[src/rtl/ex_csa_resolve_pkg.sv]
// rtl/ex_csa_resolve_pkg.sv - shared types, defaults and helpers for the carry-save resolver
package ex_csa_pkg;

  // Resolver FSM states
  typedef enum logic [1:0] {
    ST_IDLE = 2'd0,
    ST_BUSY = 2'd1,
    ST_DONE = 2'd2
  } csa_state_e;

  localparam int unsigned CSA_WIDTH_DEF = 64;
  localparam int unsigned CSA_CHUNK_DEF = 16;

  // Width of the chunk index counter; never narrower than one bit
  function automatic int unsigned csa_idx_width(input int unsigned nchunk);
    return (nchunk > 1) ? $clog2(nchunk) : 1;
  endfunction

endpackage

[src/rtl/ex_csa_resolve_chunk.sv]
// rtl/ex_csa_resolve_chunk.sv - combinational CHUNK-bit adder with carry in/out
module ex_csa_resolve_chunk #(
  parameter int unsigned CHUNK = 16
) (
  input  logic [CHUNK-1:0] a,
  input  logic [CHUNK-1:0] b,
  input  logic             cin,
  output logic [CHUNK-1:0] sum,
  output logic             cout
);

  logic [CHUNK:0] total;

  // One extra bit of headroom captures the carry out of the chunk
  always_comb begin
    total = {1'b0, a} + {1'b0, b} + {{CHUNK{1'b0}}, cin};
    sum   = total[CHUNK-1:0];
    cout  = total[CHUNK];
  end

endmodule

[src/rtl/ex_csa_resolve.sv]
// rtl/ex_csa_resolve.sv - multi-cycle carry-save to binary resolver (optional flags: EX_CSA_RESOLVE_FLAGS_EN)
module ex_csa_resolve
  import ex_csa_pkg::*;
#(
  parameter int unsigned WIDTH = CSA_WIDTH_DEF,
  parameter int unsigned CHUNK = CSA_CHUNK_DEF
) (
  input  logic             clock,
  input  logic             reset,
  input  logic             in_valid,
  output logic             in_ready,
  input  logic [WIDTH-1:0] in_p,
  input  logic [WIDTH-1:0] in_q,
  output logic             out_valid,
  input  logic             out_ready,
`ifdef EX_CSA_RESOLVE_FLAGS_EN
  output logic             out_cout,
  output logic             out_zero,
`endif
  output logic [WIDTH-1:0] out_res
);

  localparam int unsigned NCHUNK = WIDTH / CHUNK;
  localparam int unsigned IDXW   = csa_idx_width(NCHUNK);
  localparam logic [IDXW-1:0] LAST_IDX = IDXW'(NCHUNK - 1);

  if ((WIDTH % CHUNK) != 0) begin : g_bad_cfg
    $error("ex_csa_resolve: WIDTH must be a multiple of CHUNK");
  end

  csa_state_e       state_q, state_d;
  logic [IDXW-1:0]  idx_q, idx_d;
  logic             carry_q, carry_d;
  logic [WIDTH-1:0] p_q, p_d;
  logic [WIDTH-1:0] qs_q, qs_d;
  logic [WIDTH-1:0] res_q, res_d;
`ifdef EX_CSA_RESOLVE_FLAGS_EN
  logic             qtop_q, qtop_d;
  logic             cout_q, cout_d;
  logic             zero_q, zero_d;
`else
  logic             unused_qtop;
  assign unused_qtop = in_q[WIDTH-1];
`endif

  logic [WIDTH-1:0] qs_in;
  logic [CHUNK-1:0] ch_a, ch_b, ch_sum;
  logic             ch_cin, ch_cout;
  logic             done_accept;

  // Q[i] has weight 2^(i+1); the top bit falls off here and only feeds carry-out
  assign qs_in       = {in_q[WIDTH-2:0], 1'b0};
  assign done_accept = (state_q == ST_DONE) && out_ready && in_valid;

  // Adder operand mux: the current chunk of the held pair, or chunk 0 of a new pair
  // taken on the DONE handshake so back-to-back pairs need no bubble cycle
  always_comb begin
    ch_a   = p_q[idx_q*CHUNK +: CHUNK];
    ch_b   = qs_q[idx_q*CHUNK +: CHUNK];
    ch_cin = carry_q;
    if (done_accept) begin
      ch_a   = in_p[CHUNK-1:0];
      ch_b   = qs_in[CHUNK-1:0];
      ch_cin = 1'b0;
    end
  end

  ex_csa_resolve_chunk #(
    .CHUNK (CHUNK)
  ) u_chunk (
    .a    (ch_a),
    .b    (ch_b),
    .cin  (ch_cin),
    .sum  (ch_sum),
    .cout (ch_cout)
  );

  // Next-state, datapath updates and handshake outputs
  always_comb begin
    state_d   = state_q;
    idx_d     = idx_q;
    carry_d   = carry_q;
    p_d       = p_q;
    qs_d      = qs_q;
    res_d     = res_q;
`ifdef EX_CSA_RESOLVE_FLAGS_EN
    qtop_d    = qtop_q;
    cout_d    = cout_q;
    zero_d    = zero_q;
`endif
    in_ready  = 1'b0;
    out_valid = 1'b0;

    case (state_q)
      ST_IDLE: begin
        in_ready = 1'b1;
        if (in_valid) begin
          p_d     = in_p;
          qs_d    = qs_in;
          carry_d = 1'b0;
          idx_d   = '0;
          state_d = ST_BUSY;
`ifdef EX_CSA_RESOLVE_FLAGS_EN
          qtop_d  = in_q[WIDTH-1];
          cout_d  = 1'b0;
          zero_d  = 1'b1;
`endif
        end
      end

      ST_BUSY: begin
        res_d[idx_q*CHUNK +: CHUNK] = ch_sum;
        carry_d = ch_cout;
`ifdef EX_CSA_RESOLVE_FLAGS_EN
        zero_d  = zero_q && (ch_sum == '0);
`endif
        if (idx_q == LAST_IDX) begin
          idx_d   = '0;
          state_d = ST_DONE;
`ifdef EX_CSA_RESOLVE_FLAGS_EN
          cout_d  = ch_cout | qtop_q;
`endif
        end else begin
          idx_d = idx_q + 1'b1;
        end
      end

      ST_DONE: begin
        out_valid = 1'b1;
        in_ready  = out_ready;
        if (out_ready) begin
          if (in_valid) begin
            p_d              = in_p;
            qs_d             = qs_in;
            res_d[CHUNK-1:0] = ch_sum;
            carry_d          = ch_cout;
`ifdef EX_CSA_RESOLVE_FLAGS_EN
            qtop_d           = in_q[WIDTH-1];
            zero_d           = (ch_sum == '0);
`endif
            if (LAST_IDX == '0) begin
              state_d = ST_DONE;
`ifdef EX_CSA_RESOLVE_FLAGS_EN
              cout_d  = ch_cout | in_q[WIDTH-1];
`endif
            end else begin
              idx_d   = IDXW'(1);
              state_d = ST_BUSY;
            end
          end else begin
            state_d = ST_IDLE;
          end
        end
      end

      default: state_d = ST_IDLE;
    endcase
  end

  // State and datapath registers; reset discards any result in flight
  always_ff @(posedge clock or negedge reset) begin
    if (!reset) begin
      state_q <= ST_IDLE;
      idx_q   <= '0;
      carry_q <= 1'b0;
      p_q     <= '0;
      qs_q    <= '0;
      res_q   <= '0;
`ifdef EX_CSA_RESOLVE_FLAGS_EN
      qtop_q  <= 1'b0;
      cout_q  <= 1'b0;
      zero_q  <= 1'b0;
`endif
    end else begin
      state_q <= state_d;
      idx_q   <= idx_d;
      carry_q <= carry_d;
      p_q     <= p_d;
      qs_q    <= qs_d;
      res_q   <= res_d;
`ifdef EX_CSA_RESOLVE_FLAGS_EN
      qtop_q  <= qtop_d;
      cout_q  <= cout_d;
      zero_q  <= zero_d;
`endif
    end
  end

  assign out_res  = res_q;
`ifdef EX_CSA_RESOLVE_FLAGS_EN
  assign out_cout = cout_q;
  assign out_zero = zero_q;
`endif

endmodule

[config.mk]
export PLATFORM = sky130hd
export DESIGN_NAME = ex_csa_resolve
export DESIGN_NICKNAME = d
export VERILOG_FILES = /design/src/rtl/ex_csa_resolve_pkg.sv /design/src/rtl/ex_csa_resolve_chunk.sv /design/src/rtl/ex_csa_resolve.sv
export SDC_FILE = /design/constraint.sdc
export NUM_CORES = 1
export LEC_CHECK = 0
export ABC_AREA = 1
export CAP_MARGIN = 20
export CORE_MARGIN = 5
export CORE_UTILIZATION = 56
export CTS_BUF_LIST = sky130_fd_sc_hd__clkbuf_16
export DETAILED_ROUTE_END_ITERATION = 10
export PLACE_DENSITY_LB_ADDON = 0.12
export SLEW_MARGIN = 0
export SYNTH_ARGS = -nofsm -noshare
export SYNTH_HDL_FRONTEND = slang
export SYNTH_SLANG_ARGS = --single-unit
[constraint.sdc]
create_clock -name clock -period 6.08 [get_ports clock]
set_input_delay 1.216 -clock clock [delete_from_list [all_inputs] [get_ports clock]]
set_output_delay 1.216 -clock clock [all_outputs]
set_load 0.005 [all_outputs]
==> run_results.csv <==
group,metric,value,unit
status,outcome,"finished, final reports clean",
synthesis,yosys_warnings,0,
timing,period_share,70.8,%
critical_path,crit_fanout,30,
clock_tree,cts-root-buf,"clkbuf_16",
floorplanning,initial_core_util,56.9,%
global_route,grt.overflow.total,0,
floorplanning,die-area,20300,um2
finish,regArea,4910,um2
power,p_sw_share,41.1,%
power,combPwrFrac,51.2,%
worst_hold_path,hold_start,"out_res[44]",
finish,drive_gt1_share,11.6,%
global_route,grt_antenna_before_repair,0,
clock_tree,post_cts_buffers,0,
power,p_leak,0.00589,uW
critical_path,r2r-start,"idx_q[0]",
critical_path,r2r-end,"out_res[24]",
worst_hold_path,hold_path_class,"reg2reg",
finish,area.growth.synth_to_final,27.1,%
finish,multi_input_area,4270,um2
power,power_density,575,nW/um2
critical_path,crit_required,6.44,ns
floorplanning,die_h,142,um
critical_path,worst-setup-path-type,"in2reg",
floorplanning,die_w,142,um
global_route,first_global_vias,8079,
synthesis,netlist_top_cells_area,"dfrtp_1, nand2_1, mux2_2",
critical_path,r2r_slack,2.02,ns
worst_hold_path,hold_depth,2,
synthesis,syn_nets,1238,
route,wl_per_cell,17.5,um
finish,antenna_cells,0,
timing,fin_skew,0.0113,ns
synthesis,syn_inst,1080,
synthesis,synth.most_common_cell,"nand2_1",
clock_tree,cts_tree,"built",
clock_tree,clk_pin_slew_worst_paths,0.07,ns
critical_path,critPathArrivalTime,4.66,ns
synthesis,synth.top_cells.by_count,"nand2_1, dfrtp_1, mux2_2",
clock_tree,cts-resized-gates,0,
critical_path,crit_path_end_kind,"flip-flop",
power,p_clk_share,17.1,%
floorplanning,io_pins,198,
floorplanning,rows,48,
global_route,grt_first_pass_wirelength,41800,um
power,internal_power,4220,uW
clock_tree,holdBufCountCts,0,
finish,final.fill_count,1334,
placement,io_buffer_count,196,
timing,rsz0062_at_grt,"no",
synthesis,synth_top_area_cell,"dfrtp_1",
route,routed_wl,25900,um
placement,place_congestion,0.915,
power,p_total,7170,uW
synthesis,synth-edff-count,0,
timing,max_freq,232,MHz
clock_tree,cts_buffers,17,
clock_tree,clkLatencyLatePin,0.43,ns
route,via_per_inst,5.58,
finish,layout.nets,1402,
placement,hpwl,18200,um
global_route,grt_max_degree,158,
synthesis,synth.distinct_cells,37,
synthesis,synth_top_area_share,50.0,%
flow_run,cap_violations,0,
power,peakVddDrop,0.428,mV
clock_tree,htreeDepth,4,
route,ant_nets,0,
critical_path,startpoint_type,"primary input",
global_route,grtUsageTotal,26.0,%
synthesis,postSynthAreaPerCell,9.08,um2
power,pwr-share-seq,31.7,%
route,vias,8260,
clock_tree,max-clock-path-buffers,2,
route,drc_errors,0,
floorplanning,core-area,17200,um2
clock_tree,cts_sinks,196,
timing,report.final.slew_viol_count,0,
synthesis,ys_seq_elements,196,
route,first_iter_violations,583,
worst_hold_path,min_to,"out_res[44]",
timing,setup_viol_count_final,0,
synthesis,ys.flop_type,"dfrtp_1",
power,power.switching,2950,uW
synthesis,ys_seq_area_share,50.0,%
timing,period_minus_slack,4.30,ns
timing,tns,0,ns
synthesis,synth-async-reset-ratio,100,%
critical_path,reg2reg_depth,13,
timing,slew-limit-headroom,34.3,%
synthesis,syn_area,9810,um2
timing,hold_violations,0,
timing,worstMarginPinSlew,0.982,ns
route,dr.pass1.iters,8,
-- power by group through the flow --
| stage | Sequential, uW | Combinational, uW | Clock [uW] |
|---|---|---|---|
| floorplan | 2190 | 2490 | 0 |
| finish | 2270 | 3670 | 1230 |
| CTS | 2260 | 3680 | 1240 |
| detailed placement | 2280 | 3650 | 0 |
| global placement | 2260 | 3570 | 0 |
| global route | 2340 | 4110 | 1290 |
-- kinds of logic after synthesis --
group / after synthesis / share of synthesized area, %
AND/OR/NAND/NOR: 416 / 17.0
flip-flops: 196 / 50.0
AO/OA/AOI/OAI: 192 / 11.1
buffers and inverters: 146 / 6.63
multiplexers: 97 / 11.1
adder cells (fa/ha/maj): 26 / 3.47
XOR/XNOR: 7 / 0.625
-- cells in the final DEF (no fill, tap or decap), types with 3 or more instances in the layout --
| cell | n |
|---|---|
| bufinv_16 | 5 |
| a22o_1 | 7 |
| clkdlybuf4s50_1 | 195 |
| o2bb2ai_1 | 14 |
| nand2_1 | 298 |
| inv_2 | 3 |
| nor3_1 | 3 |
| xnor2_1 | 4 |
| dfrtp_1 | 195 |
| mux2_2 | 97 |
| o21ai_0 | 96 |
| o21ai_1 | 6 |
| a21oi_1 | 45 |
| buf_4 | 7 |
| o22ai_1 | 17 |
| clkbuf_16 | 17 |
| nand3_1 | 38 |
| nor2_1 | 54 |
| inv_1 | 84 |
| ha_1 | 24 |
| xor2_1 | 3 |
| nand4_1 | 17 |
-- stage by stage --
step / instance area, um2 / cells / hold WS, ns / setup WS, ns / utilization, %
floorplan: 9810 / 1080 / 0.453 / 2.47 / -
global placement: 11800 / 1450 / 0.465 / 1.50 / 68.7
detailed placement: 11800 / 1450 / 0.467 / 1.47 / 68.7
CTS: 12500 / 1480 / 0.486 / 1.91 / 72.4
global route: 12500 / 1480 / 0.507 / 1.49 / 72.4
finish: 12500 / 1480 / 0.483 / 1.78 / 72.4
-- area by class of cell --
type	instances	share of cell area [%]
clock buffers	17	3.41
clock inverters	13	1.68
inverters	86	2.59
multi-input cells	738	34.2
flip-flops and latches	196	39.3
well taps	225	2.26
repair buffers	205	16.5
-- state kept, by name (all words and copies together) (netlist names) --
name	flops
state_q	2
out_res	64
p_q	64
qs_q	63
carry_q	1
idx_q	2
-- metal layers --
metal | global-route usage (%) | vias to the layer above | wire, um
met1 | 35.2 | 3995 | 10900
met3 | 5.14 | 37 | 1840
met5 | 0 | - | 0
met2 | 42.6 | 322 | 12600
met4 | 8.45 | 0 | 555
li1 | - | 3906 | -
-- critical path, cell delays in order --
cell and delay (ns):
clkdlybuf4s50_1 0.59, nand3_2 0.13, buf_4 0.25, o221ai_1 0.10, o21ai_0 0.23, fa_1 0.46
inv_1 0.11, fa_1 0.22, nand2_1 0.07, a21oi_1 0.30, a21oi_1 0.14, xnor2_1 0.55
nand4_1 0.18, nand2_1 0.10
-- worst max path at each step --
stage                     startpoint     endpoint  slack (ns)  cells past startpoint
after CTS                   in_valid  out_res[24]        1.91                     14
after global placement      in_valid  out_res[24]        1.50                     14
after detailed placement    in_valid  out_res[56]        1.47                     14
final                       in_valid  out_res[24]        1.78                     14
after floorplan             in_valid  out_res[24]        2.47                     13
after global routing        in_valid  out_res[24]        1.49                     14
No activity file was read; power rests on OpenSTA's default activity.
